### src/rtl/tomasulo_cdb_arb.sv
// Common-data-bus arbiter: per-requester holding FIFOs feeding one round-robin broadcast bus.
// Latency: a push at edge E can appear on cdb_r at edge E+1 at the earliest. No same-cycle bypass.
// Backpressure: in_rdy is registered queue-not-full per requester. cdb_r has no backpressure.
//
// Ports:
//   clk, rst        - single clock; synchronous active-low reset
//   in_vld / in     - per-requester completion strobe and payload (payload .vld is ignored)
//   in_rdy          - per-requester registered "queue has room"
//   cdb_r / gnt_r   - registered bus broadcast and its one-hot source (zero when idle)

package tomasulo_pkg;
  typedef struct packed {
    logic        vld;
    logic [5:0]  tag;
    logic [31:0] wdata;
    logic [4:0]  robid;
    logic [4:0]  wa;
  } cdb_t;
endpackage

// Generic holding FIFO: DEPTH entries, registered push-ready, head visible combinationally.
// Latency: an entry written at edge E is at the head (and poppable) from edge E onward.
// Backpressure: push_rdy_o reflects occupancy after this cycle's push/pop, registered.
// Ports: clk_i/rst_ni sync active-low reset; push_vld_i/push_dat_i/push_rdy_o write side;
//        pop_i/head_dat_o/empty_o read side (pop of an empty FIFO is ignored).
module cdb_fifo #(
  parameter int W     = 8,
  parameter int DEPTH = 2
) (
  input  logic         clk_i,
  input  logic         rst_ni,
  input  logic         push_vld_i,
  input  logic [W-1:0] push_dat_i,
  output logic         push_rdy_o,
  input  logic         pop_i,
  output logic [W-1:0] head_dat_o,
  output logic         empty_o
);
  localparam int AW = $clog2(DEPTH);
  localparam int CW = AW + 1;

  logic [W-1:0]  mem_q [DEPTH];
  logic [AW-1:0] wr_ptr_q, wr_ptr_d;
  logic [AW-1:0] rd_ptr_q, rd_ptr_d;
  logic [CW-1:0] cnt_q, cnt_d;
  logic          rdy_q, rdy_d;
  logic          push_fire, pop_fire;

  assign empty_o    = (cnt_q == '0);
  assign head_dat_o = mem_q[rd_ptr_q];
  assign push_rdy_o = rdy_q;
  // rdy_q is high exactly when cnt_q < DEPTH, so it alone guards overflow.
  assign push_fire  = push_vld_i & rdy_q;
  assign pop_fire   = pop_i & ~empty_o;

  always_comb begin
    // DEPTH is a power of two, so the natural pointer rollover is the modulo wrap.
    wr_ptr_d = wr_ptr_q + AW'(push_fire);
    rd_ptr_d = rd_ptr_q + AW'(pop_fire);
    cnt_d    = cnt_q + CW'(push_fire) - CW'(pop_fire);
    rdy_d    = (cnt_d < CW'(DEPTH));
  end

  always_ff @(posedge clk_i) begin
    if (!rst_ni) begin
      wr_ptr_q <= '0;
      rd_ptr_q <= '0;
      cnt_q    <= '0;
      rdy_q    <= 1'b1;
    end else begin
      wr_ptr_q <= wr_ptr_d;
      rd_ptr_q <= rd_ptr_d;
      cnt_q    <= cnt_d;
      rdy_q    <= rdy_d;
    end
  end

  // Storage is not reset; occupancy alone decides what is valid.
  always_ff @(posedge clk_i) begin
    if (rst_ni && push_fire) begin
      mem_q[wr_ptr_q] <= push_dat_i;
    end
  end
endmodule

module tomasulo_cdb_arb
  import tomasulo_pkg::*;
#(
  parameter int N     = 4,
  parameter int DEPTH = 2
) (
  input  logic                    clk,
  input  logic                    rst,
  input  logic [N-1:0]            in_vld,
  input  tomasulo_pkg::cdb_t [N-1:0] in,
  output logic [N-1:0]            in_rdy,
  output tomasulo_pkg::cdb_t      cdb_r,
  output logic [N-1:0]            gnt_r
);
  localparam int IW = $clog2(N);
  localparam int PW = $bits(cdb_t);

  logic [PW-1:0] head_dat [N];
  logic [N-1:0]  empty;
  logic [N-1:0]  win_oh;

  // Round-robin priority pointer: the requester checked first this cycle.
  logic [IW-1:0] ptr_q, ptr_d;
  cdb_t          cdb_q, cdb_d;
  logic [N-1:0]  gnt_q, gnt_d;

  logic          win_vld;
  logic [IW-1:0] win_idx;
  logic [IW:0]   scan;

  for (genvar gi = 0; gi < N; gi++) begin : g_q
    cdb_fifo #(
      .W     (PW),
      .DEPTH (DEPTH)
    ) u_fifo (
      .clk_i      (clk),
      .rst_ni     (rst),
      .push_vld_i (in_vld[gi]),
      .push_dat_i (in[gi]),
      .push_rdy_o (in_rdy[gi]),
      .pop_i      (win_oh[gi]),
      .head_dat_o (head_dat[gi]),
      .empty_o    (empty[gi])
    );
  end

  // Scan ptr_q, ptr_q+1, ... (mod N); the first non-empty queue wins.
  always_comb begin
    win_vld = 1'b0;
    win_idx = '0;
    scan    = '0;
    for (int k = 0; k < N; k++) begin
      scan = {1'b0, ptr_q} + (IW+1)'(k);
      if (scan >= (IW+1)'(N)) begin
        scan = scan - (IW+1)'(N);
      end
      if (!win_vld && !empty[scan[IW-1:0]]) begin
        win_vld = 1'b1;
        win_idx = scan[IW-1:0];
      end
    end
  end

  always_comb begin
    win_oh = '0;
    ptr_d  = ptr_q;
    cdb_d  = '0;
    gnt_d  = '0;
    if (win_vld) begin
      win_oh    = N'(1) << win_idx;
      ptr_d     = (win_idx == IW'(N-1)) ? '0 : win_idx + 1'b1;
      cdb_d     = cdb_t'(head_dat[win_idx]);
      // The stored vld bit is whatever the requester drove; the bus asserts its own.
      cdb_d.vld = 1'b1;
      gnt_d     = win_oh;
    end
  end

  always_ff @(posedge clk) begin
    if (!rst) begin
      ptr_q <= '0;
      cdb_q <= '0;
      gnt_q <= '0;
    end else begin
      ptr_q <= ptr_d;
      cdb_q <= cdb_d;
      gnt_q <= gnt_d;
    end
  end

  assign cdb_r = cdb_q;
  assign gnt_r = gnt_q;
endmodule

### config.mk
export PLATFORM = sky130hd
export DESIGN_NAME = tomasulo_cdb_arb
export DESIGN_NICKNAME = d
export VERILOG_FILES = /design/src/rtl/tomasulo_cdb_arb.sv
export SDC_FILE = /design/constraint.sdc
export NUM_CORES = 1
export LEC_CHECK = 0
export CAP_MARGIN = 20
export CORE_UTILIZATION = 50
export DETAILED_ROUTE_END_ITERATION = 8
export PLACE_DENSITY = 0.75
export RECOVER_POWER = 25
export SYNTH_ARGS = -nofsm -noshare
export SYNTH_HDL_FRONTEND = slang
export SYNTH_SLANG_ARGS = --single-unit
### constraint.sdc
create_clock -name clk -period 7.8 [get_ports clk]
set_input_delay 2.34 -clock clk [delete_from_list [all_inputs] [get_ports clk]]
set_output_delay 2.34 -clock clk [all_outputs]
set_load 0.01 [all_outputs]
==> results.sh <==
export IMPL_finClkSkew_ns=0.03233
export IMPL_power_frac_comb=0.293
export IMPL_rows=67
export IMPL_ctsHoldBuffers=0
export IMPL_ir_worst_vdd_uv=296.4
export IMPL_dp_slack_ns=2.950
export IMPL_antenna_found_initial=12
export IMPL_clk_pin_slew_worst_paths_ns=0.06
export IMPL_status="finished clean"
export IMPL_crit_path_start_kind="input pin"
export IMPL_syn_area_per_cell_um2=17.08
export IMPL_vias=9683
export IMPL_cts_setup_buffers=0
export IMPL_ff2ff_path_depth=13
export IMPL_grt_pass1_wl_um=57370
export IMPL_syn_to_final_growth_pct=25.04
export IMPL_ys_ff_latch=463
export IMPL_design_core_area_um2=33870
export IMPL_r2r_end="g_q[3].u_fifo.push_rdy_o"
export IMPL_p_seq_frac=0.437
export IMPL_cts_root_buf="clkbuf_16"
export IMPL_synth_top_area_frac=0.6624
export IMPL_ys_top_cells_by_area="edfxtp_1 (66%), dfxtp_1 (9.1%), mux2i_1 (5.6%), a211oi_1 (4.1%), nor2b_1 (3.5%)"
export IMPL_post_route_util=0.6427
export IMPL_report_final_slew_viol_count=0
export IMPL_routed_wl_um=38370
export IMPL_fin_nets=1477
export IMPL_power_share_clock=0.270
export IMPL_cpPeakStageDelay_ns=0.86
export IMPL_setup_violations=0
export IMPL_finalHoldViolations=0
export IMPL_switchingPower_mw=2.311
export IMPL_path_class="input pin to register"
export IMPL_drc=0
export IMPL_power_leakage_nw=7.109
export IMPL_ys_types=38
export IMPL_ys_seq_area_frac=0.7533
export IMPL_cts_buffer_depth=3
export IMPL_boundaryPins=259
export IMPL_worstHoldStart="g_q[0].u_fifo.rd_ptr_q"
export IMPL_post_dp_hpwl_um=22920
export IMPL_post_cts_resized=0
export IMPL_syn_area_um2=17410
export IMPL_grt_pass1_vias=9873
export IMPL_cts_tree="built"
export IMPL_swShare=0.3071
export IMPL_maxSlewHeadroom=0.2932
export IMPL_arrival_ns=4.79
export IMPL_clock_sinks=463
export IMPL_port_buffers=254
export IMPL_fillers=2385
export IMPL_max_freq_ghz=0.2296
export IMPL_ant_nets=0
export IMPL_r2r_start="g_q[2].u_fifo.cnt_q[1]"
export IMPL_cpMaxStageDelayCell="clkdlybuf4s50_1"
export IMPL_gp_congestion=0.7879
export IMPL_rsz0062_at_grt="false"
export IMPL_endpoint_kind="register"
export IMPL_grt_max_degree=97
export IMPL_die_y_um=188.6
export IMPL_tns_ns=0
export IMPL_dieArea_um2=35560
export IMPL_required_ns=8.23
export IMPL_dr_pass1_iters=5
export IMPL_htreeDepth=2
export IMPL_hold_class="register to register"
export IMPL_maxCapViolations=0
export IMPL_period_share=0.5584
export IMPL_wl_per_cell_um=21.79
export IMPL_start_util=0.5140
export IMPL_chipWidth_um=188.6
export IMPL_insertion_delay_ns=0.55
export IMPL_total_power_mw=7.524
export IMPL_path_max_fanout=49
export IMPL_grt_usage=0.2147
export IMPL_yosysWarnings=0
export IMPL_hold_depth=2
export IMPL_whs_ns=0.4702
export IMPL_cellPowerDensity_nw_per_um2=345.7
export IMPL_drive_above_1_share=0.09601
export IMPL_synth_top_area_cell="edfxtp_1"
export IMPL_fin_ws_ns=3.444
export IMPL_vias_per_cell=5.499
export IMPL_rrSetupSlack_ns=4.07
export IMPL_cts_buffers=46
export IMPL_netlist_instances=1019
export IMPL_path_cells="clkdlybuf4s50_1 > inv_2 > a31oi_1 > nand2_2 > buf_4 > o32ai_1"
export IMPL_intPower_mw=5.213
export IMPL_synth_nets=1230
export IMPL_grt_overflow=0
export IMPL_worst_slew_pin_slew_ns=1.060
export IMPL_period_minus_slack_ns=4.356
export IMPL_dr_first_iter_drc_count=799
==> registers in the layout, summed over array words and instances, names as in the netlist, named ones only <==
name and cells:
cdb_r 49, g_q.u_fifo.cnt_q 8, g_q.u_fifo.mem_q 384, g_q.u_fifo.push_rdy_o 4, g_q.u_fifo.rd_ptr_q 4, g_q.u_fifo.wr_ptr_q 4, gnt_r 4, ptr_q 2
==> cell type report <==
class,instances,area (um2),share of cell area
Clock inverter,16,80.08,0.003679
Timing Repair Buffer,265,2625,0.1206
Tap cell,448,560.5,0.02575
Inverter,16,62.56,0.002874
Clock buffer,68,1305,0.05996
Antenna cell,11,27.53,0.001265
Multi-Input combinational cell,474,3978,0.1827
Sequential cell,463,13130,0.6031
==> through the flow <==
| step | cell area, um2 | instances |
|---|---|---|
| 4_1_cts | 21740 | 1750 |
| 3_5_place_dp | 20350 | 1666 |
| 5_1_grt | 21760 | 1760 |
| 2_1_floorplan | 17410 | 1019 |
| 3_3_place_gp | 20350 | 1666 |
| 6_report | 21770 | 1761 |
==> how the worst max path moves through the flow <==
stage / start / endpoint / slack [ns] / cells after the start
global placement: rst / cdb_r[33] / 3.06 / 6
detailed placement: rst / cdb_r[22] / 2.95 / 6
global route: rst / cdb_r[26] / 3.27 / 6
finish: rst / cdb_r[22] / 3.44 / 6
CTS: rst / cdb_r[6] / 3.47 / 6
floorplan: rst / g_q[2].u_fifo.mem_q[0][0] / 1.14 / 3
==> metal layers <==
layer,up-vias,wire [um],share of wire,track usage
li1,4481,-,-,-
met1,4834,16570,0.43,0.2937
met2,307,18920,0.49,0.3535
met3,61,1997,0.052,0.03166
met4,0,878,0.023,0.07258
met5,-,0,0,0
==> synthesized netlist by cell type <==
cell type / n
o221ai_1: 1
or3_1: 2
inv_1: 13
a211oi_1: 96
xnor2_1: 12
and2_1: 11
edfxtp_1: 384
o21ai_1: 2
nand3_1: 1
inv_2: 3
mux2_4: 15
mux2i_1: 98
nor3_1: 2
nand2_1: 3
a31o_2: 1
ha_1: 9
buf_2: 16
a21o_1: 1
buf_1: 1
xor2_1: 1
a31oi_1: 1
o21bai_1: 2
buf_6: 3
clkbuf_1: 41
dfxtp_1: 79
and3_1: 5
mux2_2: 19
a21oi_1: 6
nand2b_1: 1
and2_0: 4
nor2b_1: 97
o311ai_1: 2
nor2_1: 15
nor3b_1: 4
buf_4: 5
o32ai_1: 48
nor4_2: 1
mux2_1: 14
==> power by group through the flow <==
stage | Sequential [mW] | Combinational, mW | Clock (mW)
global placement | 3.33 | 2.15 | 0
CTS | 3.29 | 2.23 | 2.06
finish | 3.29 | 2.20 | 2.03
global route | 3.33 | 2.37 | 2.16
detailed placement | 3.34 | 2.21 | 0
floorplan | 3.21 | 1.57 | 0
==> worst max-delay path: cells and delay by family <==
kind | cells | cell delay, ns
buffers and inverters | 3 | 1.52
AO/OA/AOI/OAI | 2 | 0.83
AND/OR/NAND/NOR | 1 | 0.08
==> cells by family after synthesis <==
kind of cell	count (synthesis)	synth area share
buffers and inverters	82	0.02121
and+or+nand+nor	146	0.05032
muxes	146	0.09064
AOI/OAI and AO/OA	160	0.07152
xor gates and xnor gates	13	0.006541
adders and majority gates	9	0.006469
DFF	463	0.7533
==> placed cells by master (no fill, tap or decap), types with 8 or more instances in the layout <==
cell type        netlist  routed
edfxtp_1             384     384
clkdlybuf4s50_1        0     137
dlygate4sd3_1          0     117
mux2i_1               98      98
nor2b_1               97      97
a211oi_1              96      96
dfxtp_1               79      75
o32ai_1               48      48
clkbuf_16              0      47
mux2_2                19      19
clkbuf_1              41      16
nor2_1                15      15
mux2_4                15      15
mux2_1                14      14
inv_1                 13      13
xnor2_1               12      12
diode_2                0      11
and2_1                11      11
buf_4                  5      11
ha_1                   9       9
clkinv_1               0       8
Power figures use the tool's default switching activity.
